==> config.mk <==
export PLATFORM = sky130hd
export DESIGN_NAME = unidade_controle
export DESIGN_NICKNAME = d
export VERILOG_FILES = /design/src/rtl/unidade_controle_pkg.sv /design/src/rtl/unidade_controle_desvio.sv /design/src/rtl/unidade_controle.sv
export SDC_FILE = /design/constraint.sdc
export NUM_CORES = 1
export LEC_CHECK = 0
export CAP_MARGIN = 10
export CORE_MARGIN = 1
export CORE_UTILIZATION = 45
export DETAILED_ROUTE_END_ITERATION = 6
export HOLD_SLACK_MARGIN = 0.12
export PLACE_DENSITY = 0.79
export SYNTH_ARGS = -nofsm -noshare
export SYNTH_HDL_FRONTEND = slang
export SYNTH_SLANG_ARGS = --single-unit
==> constraint.sdc <==
create_clock -name clk -period 1.9 [get_ports clk]
set_input_delay 0.285 -clock clk [delete_from_list [all_inputs] [get_ports clk]]
set_output_delay 0.285 -clock clk [all_outputs]
set_load 0.05 [all_outputs]
==> src/rtl/unidade_controle_pkg.sv <==
// Shared definitions for the RV64 multicycle control unit: opcodes, branch funct3,
// FSM state encoding and the mux/error codes driven toward the datapath.
package pacote_riscv;

   typedef enum logic [2:0] {
      BUSCA      = 3'd0,
      DECODIFICA = 3'd1,
      EXECUTA    = 3'd2,
      MEMORIA    = 3'd3,
      ESCRITA    = 3'd4,
      PARADO     = 3'd5
   } estado_t;

   localparam logic [6:0] OP_LW      = 7'b0000011;
   localparam logic [6:0] OP_SW      = 7'b0100011;
   localparam logic [6:0] OP_ADD_SUB = 7'b0110011;
   localparam logic [6:0] OP_ADDI    = 7'b0010011;
   localparam logic [6:0] OP_BRANCH  = 7'b1100011;
   localparam logic [6:0] OP_JAL     = 7'b1101111;
   localparam logic [6:0] OP_JALR    = 7'b1100111;
   localparam logic [6:0] OP_AUIPC   = 7'b0010111;

   localparam logic [2:0] F3_BEQ  = 3'b000;
   localparam logic [2:0] F3_BNE  = 3'b001;
   localparam logic [2:0] F3_BLT  = 3'b100;
   localparam logic [2:0] F3_BGE  = 3'b101;
   localparam logic [2:0] F3_BLTU = 3'b110;
   localparam logic [2:0] F3_BGEU = 3'b111;

   localparam logic [2:0] IMM_I = 3'd0;
   localparam logic [2:0] IMM_S = 3'd1;
   localparam logic [2:0] IMM_B = 3'd2;
   localparam logic [2:0] IMM_J = 3'd3;
   localparam logic [2:0] IMM_U = 3'd4;

   localparam logic [1:0] DIN_ULA = 2'd0;
   localparam logic [1:0] DIN_MEM = 2'd1;
   localparam logic [1:0] DIN_PC4 = 2'd2;

   localparam logic [1:0] ERRO_NENHUM  = 2'b00;
   localparam logic [1:0] ERRO_OPCODE  = 2'b01;
   localparam logic [1:0] ERRO_TIMEOUT = 2'b10;
   localparam logic [1:0] ERRO_DESVIO  = 2'b11;

   function automatic logic opcode_valido(input logic [6:0] op);
      case (op)
         OP_LW, OP_SW, OP_ADD_SUB, OP_ADDI,
         OP_BRANCH, OP_JAL, OP_JALR, OP_AUIPC: opcode_valido = 1'b1;
         default:                             opcode_valido = 1'b0;
      endcase
   endfunction

endpackage

==> src/rtl/unidade_controle_desvio.sv <==
// Combinational branch-condition evaluator: funct3 plus ULA flags give
// whether the branch is taken and whether funct3 names a real branch.
module decodificador_desvio
   import pacote_riscv::*;
(
   input  logic [2:0] funct3,
   input  logic       flag_igual,
   input  logic       flag_menor,
   input  logic       flag_maior_igual_u,
   output logic       tomado,
   output logic       valido
);

   // Condition select; funct3 010/011 are not branches
   always_comb begin
      tomado = 1'b0;
      valido = 1'b1;
      case (funct3)
         F3_BEQ:  tomado = flag_igual;
         F3_BNE:  tomado = ~flag_igual;
         F3_BLT:  tomado = flag_menor;
         F3_BGE:  tomado = ~flag_menor;
         F3_BLTU: tomado = ~flag_maior_igual_u;
         F3_BGEU: tomado = flag_maior_igual_u;
         default: begin
            tomado = 1'b0;
            valido = 1'b0;
         end
      endcase
   end

endmodule

==> src/rtl/unidade_controle.sv <==
// Multicycle control FSM for the RV64 datapath: one Moore state per phase,
// memory handshake with timeout, sticky error halt and retired-instruction count.
module unidade_controle
   import pacote_riscv::*;
#(
   parameter int ESPERA_MAX   = 15,
   parameter int LARGURA_CONT = 32
) (
   input  logic                    clk,
   input  logic                    reset,
   input  logic [6:0]              opcode,
   input  logic [2:0]              funct3,
   input  logic                    funct7_5,
   input  logic                    flag_igual,
   input  logic                    flag_menor,
   input  logic                    flag_maior_igual_u,
   input  logic                    mem_pronto,
   output logic                    carrega_ir,
   output logic                    carrega_pc,
   output logic                    escolhe_constantePC,
   output logic                    sel_pc_alvo,
   output logic                    sel_constantePC,
   output logic                    WeR,
   output logic                    WeM,
   output logic                    req_mem,
   output logic [1:0]              sel_dinR,
   output logic                    sel_ula_a,
   output logic                    imediato,
   output logic [2:0]              sel_imediato,
   output logic                    soma_ou_subtrai,
   output logic                    subtraindo,
   output logic [2:0]              estado_atual,
   output logic [1:0]              causa_erro,
   output logic [LARGURA_CONT-1:0] contador_instr
);

   localparam logic [7:0] ESPERA_LIM = 8'(ESPERA_MAX - 1);

   estado_t                 estado_r, proximo_s;
   logic [1:0]              causa_erro_r, erro_prox_s;
   logic [LARGURA_CONT-1:0] contador_r;
   logic [7:0]              espera_r;
   logic                    desvio_tomado_s, desvio_valido_s;
   logic                    ula_imediato_s, ula_sub_s, ula_sel_a_s;
   logic [2:0]              ula_sel_imm_s;

   decodificador_desvio u_desvio (
      .funct3             (funct3),
      .flag_igual         (flag_igual),
      .flag_menor         (flag_menor),
      .flag_maior_igual_u (flag_maior_igual_u),
      .tomado             (desvio_tomado_s),
      .valido             (desvio_valido_s)
   );

   // ULA operand/operation decode, reused by every state that keeps the ULA busy
   always_comb begin
      ula_imediato_s = 1'b0;
      ula_sel_imm_s  = IMM_I;
      ula_sub_s      = 1'b0;
      ula_sel_a_s    = 1'b0;
      case (opcode)
         OP_LW, OP_ADDI, OP_JALR: ula_imediato_s = 1'b1;
         OP_SW: begin
            ula_imediato_s = 1'b1;
            ula_sel_imm_s  = IMM_S;
         end
         OP_ADD_SUB: ula_sub_s = funct7_5;
         OP_AUIPC: begin
            ula_sel_a_s    = 1'b1;
            ula_imediato_s = 1'b1;
            ula_sel_imm_s  = IMM_U;
         end
         OP_BRANCH: ula_sub_s = 1'b1;
         default:   ula_sub_s = 1'b0;
      endcase
   end

   // Next-state and output decode
   always_comb begin
      proximo_s           = estado_r;
      erro_prox_s         = causa_erro_r;
      carrega_ir          = 1'b0;
      carrega_pc          = 1'b0;
      escolhe_constantePC = 1'b0;
      sel_pc_alvo         = 1'b0;
      sel_constantePC     = 1'b0;
      WeR                 = 1'b0;
      WeM                 = 1'b0;
      req_mem             = 1'b0;
      sel_dinR            = DIN_ULA;
      sel_ula_a           = 1'b0;
      imediato            = 1'b0;
      sel_imediato        = IMM_I;
      soma_ou_subtrai     = 1'b0;
      subtraindo          = 1'b0;
      case (estado_r)
         BUSCA: begin
            carrega_ir = 1'b1;
            proximo_s  = DECODIFICA;
         end
         DECODIFICA: begin
            if (!opcode_valido(opcode)) begin
               proximo_s   = PARADO;
               erro_prox_s = ERRO_OPCODE;
            end else if (opcode == OP_BRANCH && !desvio_valido_s) begin
               proximo_s   = PARADO;
               erro_prox_s = ERRO_DESVIO;
            end else begin
               proximo_s = EXECUTA;
            end
         end
         EXECUTA: begin
            soma_ou_subtrai = 1'b1;
            imediato        = ula_imediato_s;
            sel_imediato    = ula_sel_imm_s;
            subtraindo      = ula_sub_s;
            sel_ula_a       = ula_sel_a_s;
            case (opcode)
               OP_BRANCH: begin
                  carrega_pc          = 1'b1;
                  escolhe_constantePC = desvio_tomado_s;
                  proximo_s           = BUSCA;
               end
               OP_JAL: begin
                  WeR                 = 1'b1;
                  sel_dinR            = DIN_PC4;
                  carrega_pc          = 1'b1;
                  escolhe_constantePC = 1'b1;
                  sel_constantePC     = 1'b1;
                  proximo_s           = BUSCA;
               end
               OP_JALR: begin
                  WeR         = 1'b1;
                  sel_dinR    = DIN_PC4;
                  carrega_pc  = 1'b1;
                  sel_pc_alvo = 1'b1;
                  proximo_s   = BUSCA;
               end
               OP_LW, OP_SW:                   proximo_s = MEMORIA;
               OP_ADD_SUB, OP_ADDI, OP_AUIPC: proximo_s = ESCRITA;
               default: begin
                  proximo_s   = PARADO;
                  erro_prox_s = ERRO_OPCODE;
               end
            endcase
         end
         MEMORIA: begin
            // Address stays on the ULA until the memory acknowledges
            req_mem         = 1'b1;
            soma_ou_subtrai = 1'b1;
            imediato        = ula_imediato_s;
            sel_imediato    = ula_sel_imm_s;
            subtraindo      = ula_sub_s;
            sel_ula_a       = ula_sel_a_s;
            if (opcode == OP_SW) begin
               WeM = 1'b1;
            end else begin
               WeM = 1'b0;
            end
            if (mem_pronto) begin
               if (opcode == OP_SW) begin
                  carrega_pc = 1'b1;
                  proximo_s  = BUSCA;
               end else begin
                  proximo_s = ESCRITA;
               end
            end else if (espera_r == ESPERA_LIM) begin
               proximo_s   = PARADO;
               erro_prox_s = ERRO_TIMEOUT;
            end else begin
               proximo_s = MEMORIA;
            end
         end
         ESCRITA: begin
            WeR        = 1'b1;
            carrega_pc = 1'b1;
            proximo_s  = BUSCA;
            if (opcode == OP_LW) begin
               sel_dinR = DIN_MEM;
            end else begin
               sel_dinR        = DIN_ULA;
               soma_ou_subtrai = 1'b1;
               imediato        = ula_imediato_s;
               sel_imediato    = ula_sel_imm_s;
               subtraindo      = ula_sub_s;
               sel_ula_a       = ula_sel_a_s;
            end
         end
         PARADO:  proximo_s = PARADO;
         default: proximo_s = PARADO;
      endcase
   end

   // State, sticky error, memory wait and retired-instruction registers
   always_ff @(posedge clk) begin
      if (reset) begin
         estado_r     <= BUSCA;
         causa_erro_r <= ERRO_NENHUM;
         contador_r   <= '0;
         espera_r     <= 8'd0;
      end else begin
         estado_r     <= proximo_s;
         causa_erro_r <= erro_prox_s;
         if (carrega_pc) begin
            contador_r <= contador_r + LARGURA_CONT'(1);
         end
         if (estado_r == MEMORIA && proximo_s == MEMORIA) begin
            espera_r <= espera_r + 8'd1;
         end else begin
            espera_r <= 8'd0;
         end
      end
   end

   assign estado_atual   = estado_r;
   assign causa_erro     = causa_erro_r;
   assign contador_instr = contador_r;

endmodule

# ---- Word level (Yosys, flattened, before mapping)
# Cells that the tools add are included.
dict set report op_classes {
  addsub 2
  mux 49
  n_eq_ne 23
  n_bitwise 4
  reduce_logical 16
}
# op count
set op_table {}
lappend op_table {{32-bit by 1-bit adder with 32-bit output (second input constant)} 1}
lappend op_table {{1-bit 2-to-1 mux} 22}
lappend op_table {{7-bit equality test (second input constant)} 3}
lappend op_table {{3-bit 2-to-1 mux} 6}
lappend op_table {{3-bit equality test (second input constant)} 5}
lappend op_table {{3-bit case mux with 5 select lines} 1}
lappend op_table {{7-bit by 5-bit equality test with 1-bit output (second input constant)} 2}
lappend op_table {{7-bit by 6-bit equality test with 1-bit output (second input constant)} 2}
lappend op_table {{1-bit case mux with 2 select lines} 7}
lappend op_table {{2-bit 2-to-1 mux} 6}
lappend op_table {{3-bit case mux with 2 select lines} 2}
lappend op_table {{3-bit by 2-bit equality test with 1-bit output (second input constant)} 3}
lappend op_table {{3-bit case mux with 3 select lines} 1}
lappend op_table {{8-bit by 1-bit adder with 8-bit output (second input constant)} 1}
lappend op_table {{8-bit by 4-bit equality test with 1-bit output (second input constant)} 1}
lappend op_table {{2-bit OR reduction} 4}
lappend op_table {{8-bit OR reduction} 1}
lappend op_table {{7-bit by 2-bit equality test with 1-bit output (second input constant)} 1}
lappend op_table {{3-bit by 1-bit equality test with 1-bit output (second input constant)} 2}
lappend op_table {{3-bit zero test} 2}
lappend op_table {{2-bit != test (second input constant)} 3}
lappend op_table {{1-bit case mux with 6 select lines} 1}
lappend op_table {{2-bit case mux with 3 select lines} 1}
lappend op_table {{3-bit OR reduction} 2}
lappend op_table {{10 further kinds} 14}
dict set report word_totals {
  output_inout_bits 54
  wordCells 98
  register_bits 45
}

# ---- Depth between registers and ports, before layout
# Gate-level depths: netlist (run 1).
dict set report logic_depth {
  ltp_word 12
  ltp_mapped 10
  mapped_depth_nobuf 7
}

# ---- Hierarchy
# Synthesis (run 1) repeated with hierarchy kept, for this count alone.
dict set report hier_totals {
  cells_unflattened 325
  hier_area_um2 2630.0
}
# mod seq_area_each_um2 cells_per_inst area_each_um2 n_inst
set by_module_without_submodules {}
lappend by_module_without_submodules {unidade_controle 900.9 318 2577.5 1}
lappend by_module_without_submodules {decodificador_desvio 0.0 7 52.6 1}

# ---- Worst setup path after synthesis (run 1)
# OpenSTA, ideal clock, no wires.
dict set report synth_timing {
  path_kind {reg-to-output}
  start {reg estado_r[0], in the netlist estado_atual[0]}
  end {out WeM}
  path_slack_ps -1042
  required_ps 1615
  arrival_time_ps 2657
  path_buffers 1
  path_stages_with_launch 4
  path_cell_list {dfxtp_1 buf_1 inv_1 nor4_1}
}
dict set report synth_between {
  elab_chain_cells 2
}
# item line_no
set synth_lines {}
lappend synth_lines {{start, declared} unidade_controle.sv:39} ;# estado_t estado_r, proximo_s;
lappend synth_lines {{start signal, assigned} unidade_controle.sv:203} ;# estado_r <= proximo_s;
lappend synth_lines {{3-bit by 2-bit equality test with 1-bit output} unidade_controle.sv:97} ;# case (estado_r)
lappend synth_lines {{1-bit 2-to-1 mux} unidade_controle.sv:97}
lappend synth_lines {{end, declared} unidade_controle.sv:24} ;# output logic WeM,
# No other way between the ends.

# ---- Final worst setup path (run 1)
dict set report layout_timing {
  start {reg estado_r[1], in the netlist estado_atual[1]}
  end {out sel_ula_a}
}
dict set report layout_between {
  elab_chain_cells 3
}
# item line_no
set layout_lines {}
lappend layout_lines {{3-bit by 2-bit equality test with 1-bit output} unidade_controle.sv:97}
lappend layout_lines {{2-bit OR reduction (no line)} n/a}
lappend layout_lines {{1-bit case mux with 2 select lines *} unidade_controle.sv:97}
lappend layout_lines {{end, declared} unidade_controle.sv:27} ;# output logic sel_ula_a,
# Every way passes the cells marked *; elsewhere a longest branch is shown, timed or not.

==> results of run 1 <==
## worst register-to-register path, stage by stage, from the launching register on
cell      delay [ns]
dfxtp_4         0.38
and4bb_2        0.36
a31oi_4         0.11
and2_4          0.21
buf_12          0.16
buf_8           0.14
nor4_4          0.15
mux2_1          0.34
## cells in the final DEF, fill, tap and decap left out, types with 10 or more instances in the layout
master	instances
inv_1	13
clkdlybuf4s50_1	33
nand3_1	13
nand2_1	20
buf_4	58
buf_12	11
nor2b_1	18
dfxtp_1	22
mux2_4	14
buf_6	18
nand4_1	10
nor2_1	37
dfxtp_2	14
xnor2_1	12
## layout make-up
class / count / area [um^2]
clock buffers: 5 / 68.8
clock inverters: 3 / 68.8
fillers: 315 / 1040
inverters: 16 / 63.8
multi-input cells: 258 / 2210
flip-flops and latches: 45 / 952
well taps: 75 / 93.8
repair buffers: 144 / 1460
## metrics by stage
| stage | instance area, um^2 | setup TNS, ns | utilization | std cells | hold slack [ns] |
|---|---|---|---|---|---|
| after floorplan | 3030 | -3.20 | - | 338 | 0.479 |
| after global placement | 4190 | -23.68 | 0.703 | 521 | 0.446 |
| after detailed placement | 4190 | -27.59 | 0.703 | 521 | 0.451 |
| after CTS | 4610 | -0.219 | 0.775 | 542 | 0.382 |
| after global routing | 4920 | -1.86 | 0.826 | 546 | 0.395 |
| final | 4920 | -0.737 | 0.826 | 546 | 0.378 |
## per-layer routing
layer | vias up | wire (um)
met5 | - | 0
met4 | 0 | 293
met3 | 29 | 569
met2 | 147 | 5450
met1 | 1584 | 4210
li1 | 1472 | -
## flip-flops by register name, summed over array words and instances, names as in the netlist
signal / flops
contador_instr: 32
espera_r: 8
causa_erro: 2
estado_atual: 3
## worst paths after layout
kind | depth (start not counted) | to | slack, ns | from
max | 6 | sel_ula_a | -0.1 | estado_atual[1]
min | 2 | causa_erro[1] | 0.38 | reset
max reg2reg | 7 | contador_instr[30] | -0.05 | estado_atual[0]
min reg2reg | 2 | causa_erro[1] | 0.46 | causa_erro[1]
## cell families after synthesis
group | after synthesis | share of synthesized area
AO/OA/AOI/OAI | 46 | 0.126
XOR/XNOR | 17 | 0.0533
adder cells (fa/ha/maj) | 3 | 0.0134
buffers and inverters | 35 | 0.0640
flip-flops | 45 | 0.322
multiplexers | 19 | 0.0761
other | 1 | 0.00134
AND/OR/NAND/NOR | 172 | 0.344
## power by group through the flow
| stage | clock network [mW] | logic [mW] | registers (mW) |
|---|---|---|---|
| 4_1_cts | 0.887 | 1.26 | 1.03 |
| 3_3_place_gp | 0 | 1.12 | 1.05 |
| 3_5_place_dp | 0 | 1.15 | 1.06 |
| 5_1_grt | 0.950 | 1.49 | 1.04 |
| 2_1_floorplan | 0 | 0.617 | 1.19 |
| 6_report | 0.908 | 1.42 | 1.04 |
## repair_timing
action	4_1_cts	5_1_grt
setup endpoints to repair	58	46
pin swaps	16	32
setup buffers	13	5
resized for setup	75	67
gates cloned	0	2
==> results.py, run 1 <==
metrics = {
    "run_status": {
        "status": "finished, violations left",
        "violations": "negative setup slack",
    },
    "drt": {
        "vias": 3232,
        "drt-wirelength-per-cell_um": 19.3,
        "drt-total-wl_um": 10500,
        "firstDrtPassIters": 5,
        "drc": 0,
        "drtAntennaViolNets": 0,
        "drt-initial-drc-count": 187,
        "via_per_inst": 5.92,
    },
    "critical_path": {
        "path_buf_inv": 2,
        "end_kind": "output port",
        "cp_slowest_stage_delay_ns": 0.37,
        "crit_chain": "nor3b_2 -> buf_4 -> a21oi_4 -> nor3_4 -> and4_4 -> buf_8",
        "path_class": "flip-flop to output port",
        "critPathArrivalTime_ns": 1.71,
        "critPathSlowestCell": "dfxtp_4",
        "worst-path-max-fanout": 5,
        "crit_path_start_kind": "flip-flop",
        "critPathRequiredTime_ns": 1.62,
        "crit_family": "simple AND/OR/NAND/NOR gates",
    },
    "floorplanning": {
        "die_w_um": 80.8,
        "ioPinCount": 71,
        "die_h_um": 80.8,
        "start_util": 0.469,
        "dieArea_um2": 6530,
        "num_rows": 28,
        "coreArea_um2": 5960,
    },
    "timing": {
        "timing.fmax_mhz": 501,
        "finalCriticalPeriod_ns": 2.00,
        "worst_pin_slew_ns": 0.551,
        "worst_slack_ns": -0.0970,
        "finClkSkew_ns": 0.0165,
        "slew_viol_final": 0,
        "hold_viol_final": 0,
        "min_period_over_period": 1.05,
        "rsz0062_at_grt": "yes",
        "setup_viol": 20,
        "slew_headroom": 0.631,
    },
    "logic_synthesis": {
        "ys.warnings.count": 0,
        "yosysTopAreaCell": "dfxtp_1",
        "syn_avg_cell_area_um2": 8.27,
        "synth_area_um2": 2800,
        "synthArstFlopShare": 0,
        "yosysUniqueCellTypes": 58,
        "ys_seq_area_frac": 0.322,
        "syn_inst": 338,
        "ys_seq_elements": 45,
        "syn_nets": 358,
        "synth_commonest_cells": "45 x dfxtp_1, 41 x nor2_1, 24 x nand2_1",
        "synthTopCellsByArea": "dfxtp_1 32%, mux2_2 6.8%, nor2_1 5.5%",
        "synth_edf_count": 0,
        "synth_top_area_frac": 0.322,
        "yosysMostFrequentCell": "dfxtp_1",
        "ys.flop_type": "dfxtp_1",
    },
    "clock_network": {
        "clkLatencyLatePin_ns": 0.32,
        "htree_num_levels": 2,
        "cts_root_buf": "clkbuf_8",
        "clockBufferDepth": 2,
        "cts-buffers-inserted": 5,
        "clk_pin_slew_ns": 0.09,
        "cts_tree": "built",
        "clock_sinks": 45,
        "holdBufCountCts": 0,
    },
    "global_route": {
        "met3_usage": 0.0652,
        "grt_max_degree": 32,
        "grt_pass1_wl_um": 14800,
        "overflow": 0,
        "antenna_found_initial": 0,
        "grt_use_met2": 0.510,
        "grt_usage": 0.294,
        "use_met1": 0.345,
        "grt_pass1_vias": 3128,
        "busiest_layer": "met2",
    },
    "placed_design": {
        "port_buffers": 69,
        "gp_congestion": 0.873,
        "hpwl_um": 5980,
        "dp_slack_ns": -0.654,
    },
    "layout": {
        "syn_to_final_growth_pct": 76.0,
        "drive_gt1_frac": 0.459,
        "diodes": 0,
        "fin_nets": 490,
    },
    "power_and_ir_drop": {
        "ir_drop_uv": 652,
        "power_frac_seq": 0.308,
        "pwr-share-comb": 0.422,
        "p_switching_mw": 1.27,
        "total_power_mw": 3.36,
        "pwr-share-clk": 0.270,
        "power_density_nw_per_um2": 684,
        "swShare": 0.377,
        "p_leak_nw": 2.14,
        "intPower_mw": 2.09,
    },
    "job": {
        "max_cap_violations": 0,
    },
    "worst_hold_path": {
        "hold_class": "input port to flip-flop",
    },
}
Note: power is estimated with default switching activity, not from simulation.
==> run 2: changes to the inputs <==
--- a/config.mk
+++ b/config.mk
@@ -7,10 +7,11 @@
 export LEC_CHECK = 0
 export CAP_MARGIN = 10
 export CORE_MARGIN = 1
-export CORE_UTILIZATION = 45
+export CORE_UTILIZATION = 46
+export CTS_BUF_LIST = sky130_fd_sc_hd__clkbuf_2
 export DETAILED_ROUTE_END_ITERATION = 6
 export HOLD_SLACK_MARGIN = 0.12
-export PLACE_DENSITY = 0.79
+export PLACE_DENSITY = 0.81
 export SYNTH_ARGS = -nofsm -noshare
 export SYNTH_HDL_FRONTEND = slang
 export SYNTH_SLANG_ARGS = --single-unit
==> results.py, run 2 (synthesized netlist as in run 1, its figures left out) <==
metrics = {
    "timing": {
        "finalCriticalPeriod_ns": 2.22,
        "timing.fmax_mhz": 450,
        "worst_pin_slew_ns": 0.547,
        "hold_viol_final": 0,
        "slew_viol_final": 0,
        "slew_headroom": 0.637,
        "finClkSkew_ns": 0.0415,
        "setup_viol": 43,
        "rsz0062_at_grt": "yes",
        "tns_ns": -5.54,
        "worst_slack_ns": -0.322,
        "min_period_over_period": 1.17,
    },
    "drt": {
        "drt-total-wl_um": 11900,
        "drtAntennaViolNets": 0,
        "via_per_inst": 6.17,
        "drc": 0,
        "vias": 3513,
        "route.met2.wl_um": 5950,
        "met1_length_um": 4460,
        "top_layer_used": "met4",
        "firstDrtPassIters": 5,
        "dr_wl_met3_um": 866,
        "drt-wirelength-per-cell_um": 20.9,
        "drt-initial-drc-count": 261,
    },
    "global_route": {
        "grt_usage": 0.305,
        "grt_pass1_wl_um": 15200,
        "grt_max_degree": 25,
        "antenna_found_initial": 0,
        "grt_pass1_vias": 3173,
        "overflow": 0,
    },
    "clock_network": {
        "clk_pin_slew_ns": 0.31,
        "clockBufferDepth": 2,
        "cts_tree": "built",
        "clkLatencyLatePin_ns": 0.49,
        "clock_sinks": 45,
        "cts-buffers-inserted": 5,
        "htree_num_levels": 2,
        "cts_root_buf": "clkbuf_2",
    },
    "floorplanning": {
        "dieArea_um2": 6390,
        "start_util": 0.475,
        "coreArea_um2": 5890,
        "num_rows": 28,
        "die_h_um": 80.0,
        "ioPinCount": 71,
        "die_w_um": 80.0,
    },
    "critical_path": {
        "path_class": "flip-flop to output port",
        "r2r_slack_ns": -0.21,
        "critPathArrivalTime_ns": 1.94,
        "crit_path_start_kind": "flip-flop",
        "reg2reg_depth": 6,
        "r2r-end": "contador_instr[30]",
        "timing.rr.start": "contador_instr[21]",
        "worst-path-max-fanout": 5,
        "critPathRequiredTime_ns": 1.62,
        "end_kind": "output port",
    },
    "layout": {
        "final_core_util": 0.859,
        "diodes": 0,
        "final_cell_mix": "71 x buf_4, 38 x dlygate4sd2_1, 37 x nor2_1, 27 x buf_6, 21 x dfxtp_1",
        "drive_gt1_frac": 0.500,
        "fin_nets": 513,
        "stdcell_area_um2": 5050,
        "final_common_cell": "buf_4",
        "syn_to_final_growth_pct": 80.8,
        "largest_reg_flops": 32,
    },
    "placed_design": {
        "hpwl_um": 5960,
        "dp_slack_ns": -0.649,
        "gp_congestion": 0.826,
        "postPlaceCellArea_um2": 4210,
        "port_buffers": 69,
    },
    "run_status": {
        "status": "finished, violations left",
        "violations": "negative setup slack",
    },
    "worst_hold_path": {
        "min_from": "reset",
        "hold_class": "input port to flip-flop",
        "hold-path-cell-count": 2,
        "worstHoldEndpoint": "causa_erro[1]",
    },
    "power_and_ir_drop": {
        "power_density_nw_per_um2": 634,
        "p_leak_nw": 2.31,
        "ir_drop_uv": 611,
    },
    "job": {
        "max_cap_violations": 0,
    },
}
-- run 2: changes by cell type in the layout (fill, tap and decap cells not counted), moves of 9 or more --
cell,before,now
buf_4,58,71
buf_6,18,27
clkdlybuf4s50_1,33,7
dlymetal6s2s_1,9,0
dlygate4sd2_1,3,38
-- run 2: cell type report --
cell class | instances | area (um^2)
Sequential cell | 45 | 953
Inverter | 16 | 66.3
Clock buffer | 5 | 25.0
Clock inverter | 3 | 21.3
Multi-Input combinational cell | 258 | 2300
Fill cell | 263 | 831
Timing Repair Buffer | 167 | 1600
Tap cell | 75 | 93.8
-- run 2: metal layers --
metal,track usage,up-vias
met5,0,-
met2,0.528,215
li1,-,1512
met3,0.0697,71
met1,0.353,1715
met4,0.146,0
-- run 2: what timing repair did --
item                                    in CTS  in global routing
endpoints found under the setup margin      76                 46
buffers inserted                            15                 25
gates resized for setup                    127                 71
hold buffers                                 0                  0
pin swaps                                   25                 22
gates cloned                                 1                  0
-- run 2: critical path, cell delays in order (launching register included) --
cell and delay [ns]:
dfxtp_4 0.44, and4bb_2 0.36, buf_6 0.12, and3_4 0.20, and2_1 0.17, buf_12 0.15
-- run 2: stage by stage --
step / total power [mW] / cells / hold WS [ns]
floorplan: 1.81 / 338 / 0.479
global placement: 2.20 / 524 / 0.450
detailed placement: 2.23 / 524 / 0.458
CTS: 2.82 / 547 / 0.163
global route: 3.30 / 569 / 0.134
finish: 3.20 / 569 / 0.141
-- run 2: report_power, final --
group          total [mW]  leakage, nW  internal [mW]  switching [mW]
Sequential           1.04        0.378          0.993          0.0487
Clock               0.483       0.0294         0.0936           0.390
Combinational        1.68         1.91          0.727           0.952
-- run 2: worst max path at each step --
stage / start / to / slack, ns / depth (start not counted)
2_1_floorplan: estado_atual[2] / contador_instr[12] / -0.23 / 8
3_3_place_gp: opcode[4] / contador_instr[28] / -0.55 / 6
3_5_place_dp: opcode[4] / espera_r[0] / -0.65 / 8
4_1_cts: estado_atual[2] / sel_ula_a / -0.23 / 6
5_1_grt: estado_atual[1] / sel_imediato[2] / -0.37 / 6
6_report: estado_atual[0] / sel_constantePC / -0.32 / 5
==> run 3: changes to the inputs <==
--- a/config.mk
+++ b/config.mk
@@ -5,6 +5,7 @@
 export SDC_FILE = /design/constraint.sdc
 export NUM_CORES = 1
 export LEC_CHECK = 0
+export ABC_CLOCK_PERIOD_IN_PS = 1900
 export CAP_MARGIN = 10
 export CORE_MARGIN = 1
 export CORE_UTILIZATION = 46
==> results of run 3 <==
The final DEF is identical to that of run 2; final timing and power are the same.
